==> config.mk <==
export PLATFORM = sky130hd
export DESIGN_NAME = smachine_pc_tracer
export DESIGN_NICKNAME = d
export VERILOG_FILES = /design/src/rtl/smachine_pc_tracer.sv
export SDC_FILE = /design/constraint.sdc
export NUM_CORES = 1
export LEC_CHECK = 0
export CORE_ASPECT_RATIO = 0.8
export CORE_MARGIN = 10
export CORE_UTILIZATION = 60
export CTS_BUF_LIST = sky130_fd_sc_hd__clkbuf_4 sky130_fd_sc_hd__clkbuf_8
export CTS_CLUSTER_DIAMETER = 80
export DETAILED_ROUTE_END_ITERATION = 6
export PLACE_DENSITY_LB_ADDON = 0.3
export SLEW_MARGIN = 5
export SYNTH_ARGS = -nofsm -noshare
export SYNTH_HDL_FRONTEND = slang
export SYNTH_SLANG_ARGS = --single-unit
==> constraint.sdc <==
create_clock -name clk -period 3.65 [get_ports clk]
set_input_delay 0.365 -clock clk [delete_from_list [all_inputs] [get_ports clk]]
set_output_delay 0.365 -clock clk [all_outputs]
set_load 0.05 [all_outputs]
==> src/rtl/smachine_pc_tracer.sv <==
// PC trace capture for the S-Machine: pushes each new enabled-cycle PC into a FIFO, stops on halt.
// Optional PC_TRACE_TIMESTAMP_EN prepends an 8-bit enabled-cycle timestamp to every entry.
module smachine_pc_tracer #(
    parameter int unsigned PC_W        = 8,
    parameter int unsigned DEPTH       = 16,
    parameter int unsigned HALT_CYCLES = 4,
`ifdef PC_TRACE_TIMESTAMP_EN
    localparam int unsigned ENTRY_W    = PC_W + 8
`else
    localparam int unsigned ENTRY_W    = PC_W
`endif
) (
    input  logic                     clk,
    input  logic                     rst_n,
    input  logic                     enable,
    input  logic [PC_W-1:0]          count,
    input  logic                     arm,
    output logic                     out_valid,
    input  logic                     out_ready,
    output logic [ENTRY_W-1:0]       out_data,
    output logic [$clog2(DEPTH):0]   fill,
    output logic                     overflow,
    output logic                     halted,
    output logic                     capturing
);

    localparam int unsigned AW = $clog2(DEPTH);
    localparam int unsigned SW = $clog2(HALT_CYCLES + 1);

    typedef enum logic [1:0] {StIdle, StCapture, StHalted} state_e;

    state_e              state_q, state_d;
    logic                arm_q;
    logic [PC_W-1:0]     last_pc_q, last_pc_d;
    logic                first_q, first_d;
    logic [SW-1:0]       stuck_q, stuck_d;
    logic [AW-1:0]       wr_ptr_q, wr_ptr_d, rd_ptr_q, rd_ptr_d;
    logic [AW:0]         fill_q, fill_d;
    logic                overflow_q, overflow_d;
    logic                halted_q, halted_d;
    logic [ENTRY_W-1:0]  mem_q [DEPTH];

    logic                arm_rise, push_req, push, pop, full;
    logic [ENTRY_W-1:0]  entry;

`ifdef PC_TRACE_TIMESTAMP_EN
    logic [7:0] ts_q, ts_d;

    always_comb begin
        ts_d = ts_q;
        if (arm_rise) begin
            ts_d = '0;
        end else if (enable) begin
            ts_d = ts_q + 8'd1;
        end
    end

    always_ff @(posedge clk or negedge rst_n) begin
        if (!rst_n) begin
            ts_q <= '0;
        end else begin
            ts_q <= ts_d;
        end
    end

    assign entry = {ts_q, count};
`else
    assign entry = count;
`endif

    // Capture FSM: arm rising edge restarts from any state.
    always_comb begin
        arm_rise  = arm & ~arm_q;
        state_d   = state_q;
        last_pc_d = last_pc_q;
        first_d   = first_q;
        stuck_d   = stuck_q;
        halted_d  = halted_q;
        push_req  = 1'b0;
        if (arm_rise) begin
            state_d  = StCapture;
            first_d  = 1'b1;
            stuck_d  = '0;
            halted_d = 1'b0;
        end else begin
            unique case (state_q)
                StIdle: ;
                StCapture: begin
                    if (!arm) begin
                        state_d = StIdle;
                    end else if (enable) begin
                        last_pc_d = count;
                        first_d   = 1'b0;
                        if (first_q || count != last_pc_q) begin
                            push_req = 1'b1;
                            stuck_d  = '0;
                        end else if (stuck_q == SW'(HALT_CYCLES - 1)) begin
                            stuck_d  = SW'(HALT_CYCLES);
                            state_d  = StHalted;
                            halted_d = 1'b1;
                        end else begin
                            stuck_d = stuck_q + SW'(1);
                        end
                    end
                end
                StHalted: begin
                    if (!arm) begin
                        state_d = StIdle;
                    end
                end
                default: state_d = StIdle;
            endcase
        end
    end

    // FIFO bookkeeping; a flush overrides any concurrent pop.
    always_comb begin
        full       = (fill_q == (AW + 1)'(DEPTH));
        pop        = out_valid & out_ready & ~arm_rise;
        push       = push_req & (~full | pop);
        overflow_d = overflow_q | (push_req & full & ~pop);
        wr_ptr_d   = wr_ptr_q + AW'(push);
        rd_ptr_d   = rd_ptr_q + AW'(pop);
        fill_d     = fill_q + (AW + 1)'(push) - (AW + 1)'(pop);
        if (arm_rise) begin
            overflow_d = 1'b0;
            wr_ptr_d   = '0;
            rd_ptr_d   = '0;
            fill_d     = '0;
        end
    end

    always_ff @(posedge clk or negedge rst_n) begin
        if (!rst_n) begin
            state_q    <= StIdle;
            arm_q      <= 1'b0;
            last_pc_q  <= '0;
            first_q    <= 1'b0;
            stuck_q    <= '0;
            halted_q   <= 1'b0;
            overflow_q <= 1'b0;
            wr_ptr_q   <= '0;
            rd_ptr_q   <= '0;
            fill_q     <= '0;
        end else begin
            state_q    <= state_d;
            arm_q      <= arm;
            last_pc_q  <= last_pc_d;
            first_q    <= first_d;
            stuck_q    <= stuck_d;
            halted_q   <= halted_d;
            overflow_q <= overflow_d;
            wr_ptr_q   <= wr_ptr_d;
            rd_ptr_q   <= rd_ptr_d;
            fill_q     <= fill_d;
        end
    end

    always_ff @(posedge clk) begin
        if (push) begin
            mem_q[wr_ptr_q] <= entry;
        end
    end

    always_comb begin
        out_valid = (fill_q != '0);
        out_data  = out_valid ? mem_q[rd_ptr_q] : '0;
        fill      = fill_q;
        overflow  = overflow_q;
        halted    = halted_q;
        capturing = (state_q == StCapture);
    end

endmodule

==> impl_metrics.json, run 1 <==
{
  "status": "finished clean",
  "start_kind": "flop",
  "clkSlewWorstSetupHoldPaths_ps": 90,
  "drive_gt1_frac": 0.277,
  "grt_max_degree": 35,
  "cts_hold_buf": 0,
  "cts_resized": 0,
  "setup-violations-final": 0,
  "post-dp-hpwl_microns": 8250,
  "ant_nets": 0,
  "yosysWarnings": 0,
  "nets": 450,
  "swShare": 0.301,
  "pwr-share-seq": 0.406,
  "grt_pass1_vias": 3563,
  "die_h_microns": 114,
  "die_width_microns": 137,
  "slowest_delay_ps": 730,
  "grt_pass1_wl_microns": 20200,
  "clk_latency_ps": 430,
  "drv_slew": 0,
  "path_max_fanout": 10,
  "comb_power_share": 0.298,
  "fillers": 675,
  "via_count": 3420,
  "pre_cts_ws_ps": 277,
  "wl_met3_microns": 764,
  "rsz0062_at_grt": "no",
  "hold_path.class": "input port to async pin",
  "cts_buffers": 17,
  "p_sw_mw": 1.56,
  "worst_pin_slew_ps": 522,
  "route.top_layer_used": "met4",
  "tns_ps": 0,
  "p_total_mw": 5.17,
  "syn2layout_area_growth_pct": 18.1,
  "clock_power_share": 0.296,
  "core_area_sq_um": 10800,
  "initial_utilization": 0.608,
  "slowest_stage": "clkdlybuf4s50_1",
  "power.internal_mw": 3.62,
  "clk_path_buf_depth": 2,
  "timing.final.crit_share": 0.922,
  "ys_async_sr_fraction": 0.190,
  "vdd_drop_max_v": 0.000424,
  "arrival_ps": 3000,
  "wire_per_inst_microns": 21.1,
  "crit_path_end_kind": "output pin",
  "clock.fmax_mhz": 297,
  "maxCapViolations": 0,
  "finalClockSkew_ps": 17.4,
  "place_congestion": 0.746,
  "grt-ovfl-total": 0,
  "final-instance-count-excl-fill": 581,
  "antenna_found_initial": 0,
  "synthesis.area_sq_um": 6570,
  "diodes": 0,
  "post-route-drc-count": 0,
  "syn_area_per_cell_sq_um": 18.3,
  "rows": 34,
  "die_area_sq_um": 15600,
  "gr-usage-all-layers": 0.169,
  "ctsHtreeMaxLevel": 4,
  "path_cells": "buf_4 > mux4_2 > mux2i_1 > o22ai_1 > clkdlybuf4s50_1",
  "syn-instance-count": 359,
  "ys.flop_type": "edfxtp_1",
  "ys_ff_latch": 158,
  "post-route-min-period_ps": 3360,
  "post-cts-setup-buffers": 0,
  "cts.root.buffer_cell": "clkbuf_8",
  "pin_count": 30,
  "synth_cell_type_count": 45,
  "synth_nets": 385,
  "p_leak_nw": 2.66,
  "drt_wl_total_microns": 12300,
  "dr.pass1.iters": 4,
  "layout_setup_ws_ps": 286,
  "post-place-cells": 549,
  "criticalPathCategory": "flop to output pin",
  "drt_iter0_drc": 224,
  "synth_enable_flop_cells": 128,
  "drt-met1-wl_microns": 5460,
  "power_density_nw_per_um2": 667,
  "seq_area_frac_synth": 0.699,
  "cts_tree": "built",
  "portBuffers": 29,
  "dr_wl_met2_microns": 5940,
  "relSlewSlack": 0.651,
  "crit_required_ps": 3280,
  "cts.sinks": 158,
  "viasPerCell": 5.89,
  "hold_viol": 0
}
[placed cells by master, fill, tap and decap left out, drive strengths merged, types with 2 or more instances in the layout]
cell type and instances:
nand2 8, mux2 8, xor2 3, clkinvlp 3
edfxtp 128, or2 3, mux4 32, nand2b 4
nor4 12, clkinv 2, dfrtp 30, nor3 2
o21ai 4, a21oi 3, buf 32, nor2 9
clkdlybuf4s50 29, inv 10, xnor2 11, clkbuf 21
nor2b 11, nand4b 2, bufinv 6, ha 12
o22ai 8, nor4b 3, nand3 9, mux2i 16
[power by group through the flow]
stage,Combinational [mW],Sequential [mW],Clock [mW]
floorplan,1.03,2.20,0
global placement,1.53,2.14,0
detailed placement,1.56,2.14,0
CTS,1.57,2.10,1.55
global route,1.66,2.11,1.63
finish,1.54,2.10,1.53
[worst max-delay path: cells and delay by family (launching register included)]
kind,cells,cell delay [ps]
AOI/OAI and AO/OA,1,170
muxes,2,820
DFF,1,540
buffers and inverters,2,1030
[synth_stat cells, drive strengths merged, types with 2 or more instances]
master	instances	area share
a21oi	3	0.0029
inv	10	0.0057
buf	8	0.0069
edfxtp	128	0.58
nor3	2	0.0015
clkbuf	7	0.0040
nand2b	4	0.0038
xor2	3	0.0040
nor2b	11	0.010
or2	3	0.0029
o22ai	8	0.0076
nand4b	2	0.0050
dfrtp	30	0.11
o21ai	4	0.0030
nor4b	3	0.0040
ha	12	0.023
nor4	12	0.011
mux2	8	0.014
mux2i	16	0.024
nor2	9	0.0076
nand2	8	0.0046
mux4	32	0.11
nand3	9	0.0069
xnor2	11	0.015
[routing by layer]
| metal | global-route usage | vias to the layer above |
|---|---|---|
| li1 | - | 1564 |
| met1 | 0.240 | 1751 |
| met2 | 0.253 | 97 |
| met3 | 0.0431 | 8 |
| met4 | 0.0540 | 0 |
| met5 | 0 | - |
[per-stage QoR]
stage               hold WS [ps]   util  area, sq um
finish                       320  0.718         7760
global route                 318  0.718         7760
CTS                          308  0.718         7760
detailed placement           456  0.673         7270
global placement             462  0.673         7270
floorplan                   69.4      -         6570
[flip-flops by register name (all words and copies together) (netlist names)]
name	flops
halted	1
rd_ptr_q	4
arm_q	1
mem_q	128
first_q	1
last_pc_q	8
stuck_q	3
overflow	1
state_q	2
fill	5
wr_ptr_q	4
[final cells by class]
cell class	instances	area [sq um]	share of cell area
timing repair buffer	61	543	0.0700
multi-input combinational	176	1920	0.247
clock buffer	21	277	0.0356
inverter	10	37.5	0.00484
clock inverter	11	211	0.0272
tap	144	180	0.0232
sequential	158	4600	0.592
[kinds of logic after synthesis]
group,after synthesis,synth area share
AND/OR/NAND/NOR,71,0.0672
flip-flops,158,0.699
XOR/XNOR,14,0.0187
buffers and inverters,25,0.0166
AO/OA/AOI/OAI,22,0.0248
adder cells (fa/ha/maj),13,0.0259
multiplexers,56,0.148
[worst paths after layout]
check | start | endpoint | slack [ps] | cells past startpoint
min in group clk | first_q | first_q | 480 | 2
min | rst_n | state_q[0] | 320 | 2
max reg2reg | state_q[1] | fill[4] | 820 | 13
max | rd_ptr_q[0] | out_data[0] | 290 | 5
min reg2reg | first_q | first_q | 480 | 2
max in group asynchronous | rst_n | rd_ptr_q[0] | 3010 | 2
(Power assumes the default switching activity.)
==> run 2, diff against run 1 <==
REMOVE_ABC_BUFFERS = 1   (was unset)
==> run 2 against run 1 <==
Critical path depth stayed put. Register-to-register slack got worse by 40 ps. Via count fell by 1.7%. Utilization decreased by 1.0 points. Non-clock buffer count down 2. Critical path type unchanged. Highest routed layer unchanged.
==> impl_metrics.json, run 2 (synthesis gave the netlist of run 1 again) <==
{
  "die_area_sq_um": 15600,
  "die_h_microns": 114,
  "via_count": 3362,
  "portBuffers": 29,
  "pin_count": 30,
  "regMostFlops": "mem_q",
  "cts.sinks": 158,
  "p_leak_nw": 2.63,
  "crit_required_ps": 3280,
  "post-route-drc-count": 0,
  "cts.root.buffer_cell": "clkbuf_8",
  "maxCapViolations": 0,
  "status": "finished clean",
  "antenna_found_initial": 0,
  "tns_ps": 0,
  "finalClockSkew_ps": 13.3,
  "clkSlewWorstSetupHoldPaths_ps": 80,
  "cts_hold_buf": 0,
  "hold_viol": 0,
  "dr.pass1.iters": 5,
  "vdd_drop_max_v": 0.000362,
  "gr-usage-all-layers": 0.174,
  "largest_reg_flops": 128,
  "use_met2": 0.274,
  "crit_path_end_kind": "output pin",
  "start_kind": "flop",
  "rsz0062_at_grt": "no",
  "setup-violations-final": 0,
  "final_common_cell": "edfxtp_1",
  "worstReg2RegStart": "state_q[1]",
  "cts_buffers": 17,
  "arrival_ps": 2950,
  "post-route-min-period_ps": 3320,
  "worst_pin_slew_ps": 1190,
  "nets": 448,
  "post-cts-setup-buffers": 0,
  "post-place-cells": 547,
  "syn2layout_area_growth_pct": 16.4,
  "place_congestion": 0.772,
  "timing.final.crit_share": 0.909,
  "grt_use_met3": 0.0391,
  "grt_max_degree": 31,
  "core_area_sq_um": 10800,
  "initial_utilization": 0.608,
  "path_max_fanout": 25,
  "grt-ovfl-total": 0,
  "cts_resized": 0,
  "drv_slew": 0,
  "power_density_nw_per_um2": 651,
  "diodes": 0,
  "drive_gt1_frac": 0.257,
  "die_width_microns": 137,
  "rows": 34,
  "drt_iter0_drc": 332,
  "clock.fmax_mhz": 302,
  "ant_nets": 0,
  "clk_path_buf_depth": 2,
  "timing.hold.ws_ps": 305,
  "hold_path.class": "input port to async pin",
  "wire_per_inst_microns": 21.7,
  "slowest_delay_ps": 740,
  "final-instance-count-excl-fill": 579,
  "post-dp-hpwl_microns": 8650,
  "ctsHtreeMaxLevel": 4,
  "relSlewSlack": 0.206,
  "viasPerCell": 5.81,
  "p_total_mw": 4.98,
  "cts_tree": "built",
  "startpoint": "rd_ptr_q[0]",
  "slowest_stage": "clkdlybuf4s50_1",
  "grtUsageMet1": 0.237,
  "drt_wl_total_microns": 12500,
  "top_usage_layer": "met2",
  "fin_util": 0.708,
  "clk_latency_ps": 440,
  "grt_pass1_wl_microns": 20100,
  "path_cells": "buf_12 > mux4_2 > mux2i_1 > o22ai_1 > clkdlybuf4s50_1",
  "criticalPathCategory": "flop to output pin",
  "final_cell_mix": "edfxtp_1 (128), mux4_2 (32), dfrtp_1 (29), clkdlybuf4s50_1 (29), buf_4 (28)",
  "grt_pass1_vias": 3569
}
run 2: where the power goes:
| group | switching [mW] | leakage [nW] | internal [mW] |
|---|---|---|---|
| combinational | 0.873 | 0.885 | 0.669 |
| sequential | 0.102 | 1.53 | 2.02 |
| clock | 0.586 | 0.207 | 0.729 |
run 2: area by class of cell:
cell class / instances / area, sq um
Clock buffer: 17 / 234
Clock inverter: 15 / 176
Fill cell: 688 / 3150
Inverter: 10 / 37.5
Multi-Input combinational cell: 176 / 1890
Sequential cell: 158 / 4600
Tap cell: 144 / 180
Timing Repair Buffer: 59 / 541
run 2: critical path, delay by kind of cell, from the launching register on:
family	cells	cell delay [ps]
AOI/OAI and AO/OA	1	150
buffers and inverters	2	1020
DFF	1	580
muxes	2	750
run 2: routing by layer:
metal,share of wire,wire [microns]
met4,0.0091,114
met2,0.51,6350
met1,0.43,5430
met5,0,0
met3,0.051,645
run 2: path summary, 6_finish.rpt:
kind	slack [ps]	to	cells after the start
min in group clk	510	halted	2
worst min register to register	510	halted	2
worst max register to register	780	fill[4]	13
worst max-delay path	330	out_data[0]	5
max in group asynchronous	3040	rd_ptr_q[0]	2
worst min-delay path	310	state_q[0]	2
run 2: per-stage QoR:
stage / setup WS (ps) / area, sq um
after CTS: 265 / 7650
after detailed placement: 236 / 7240
after global routing: 176 / 7650
after global placement: 330 / 7240
final: 333 / 7650
after floorplan: 508 / 6500
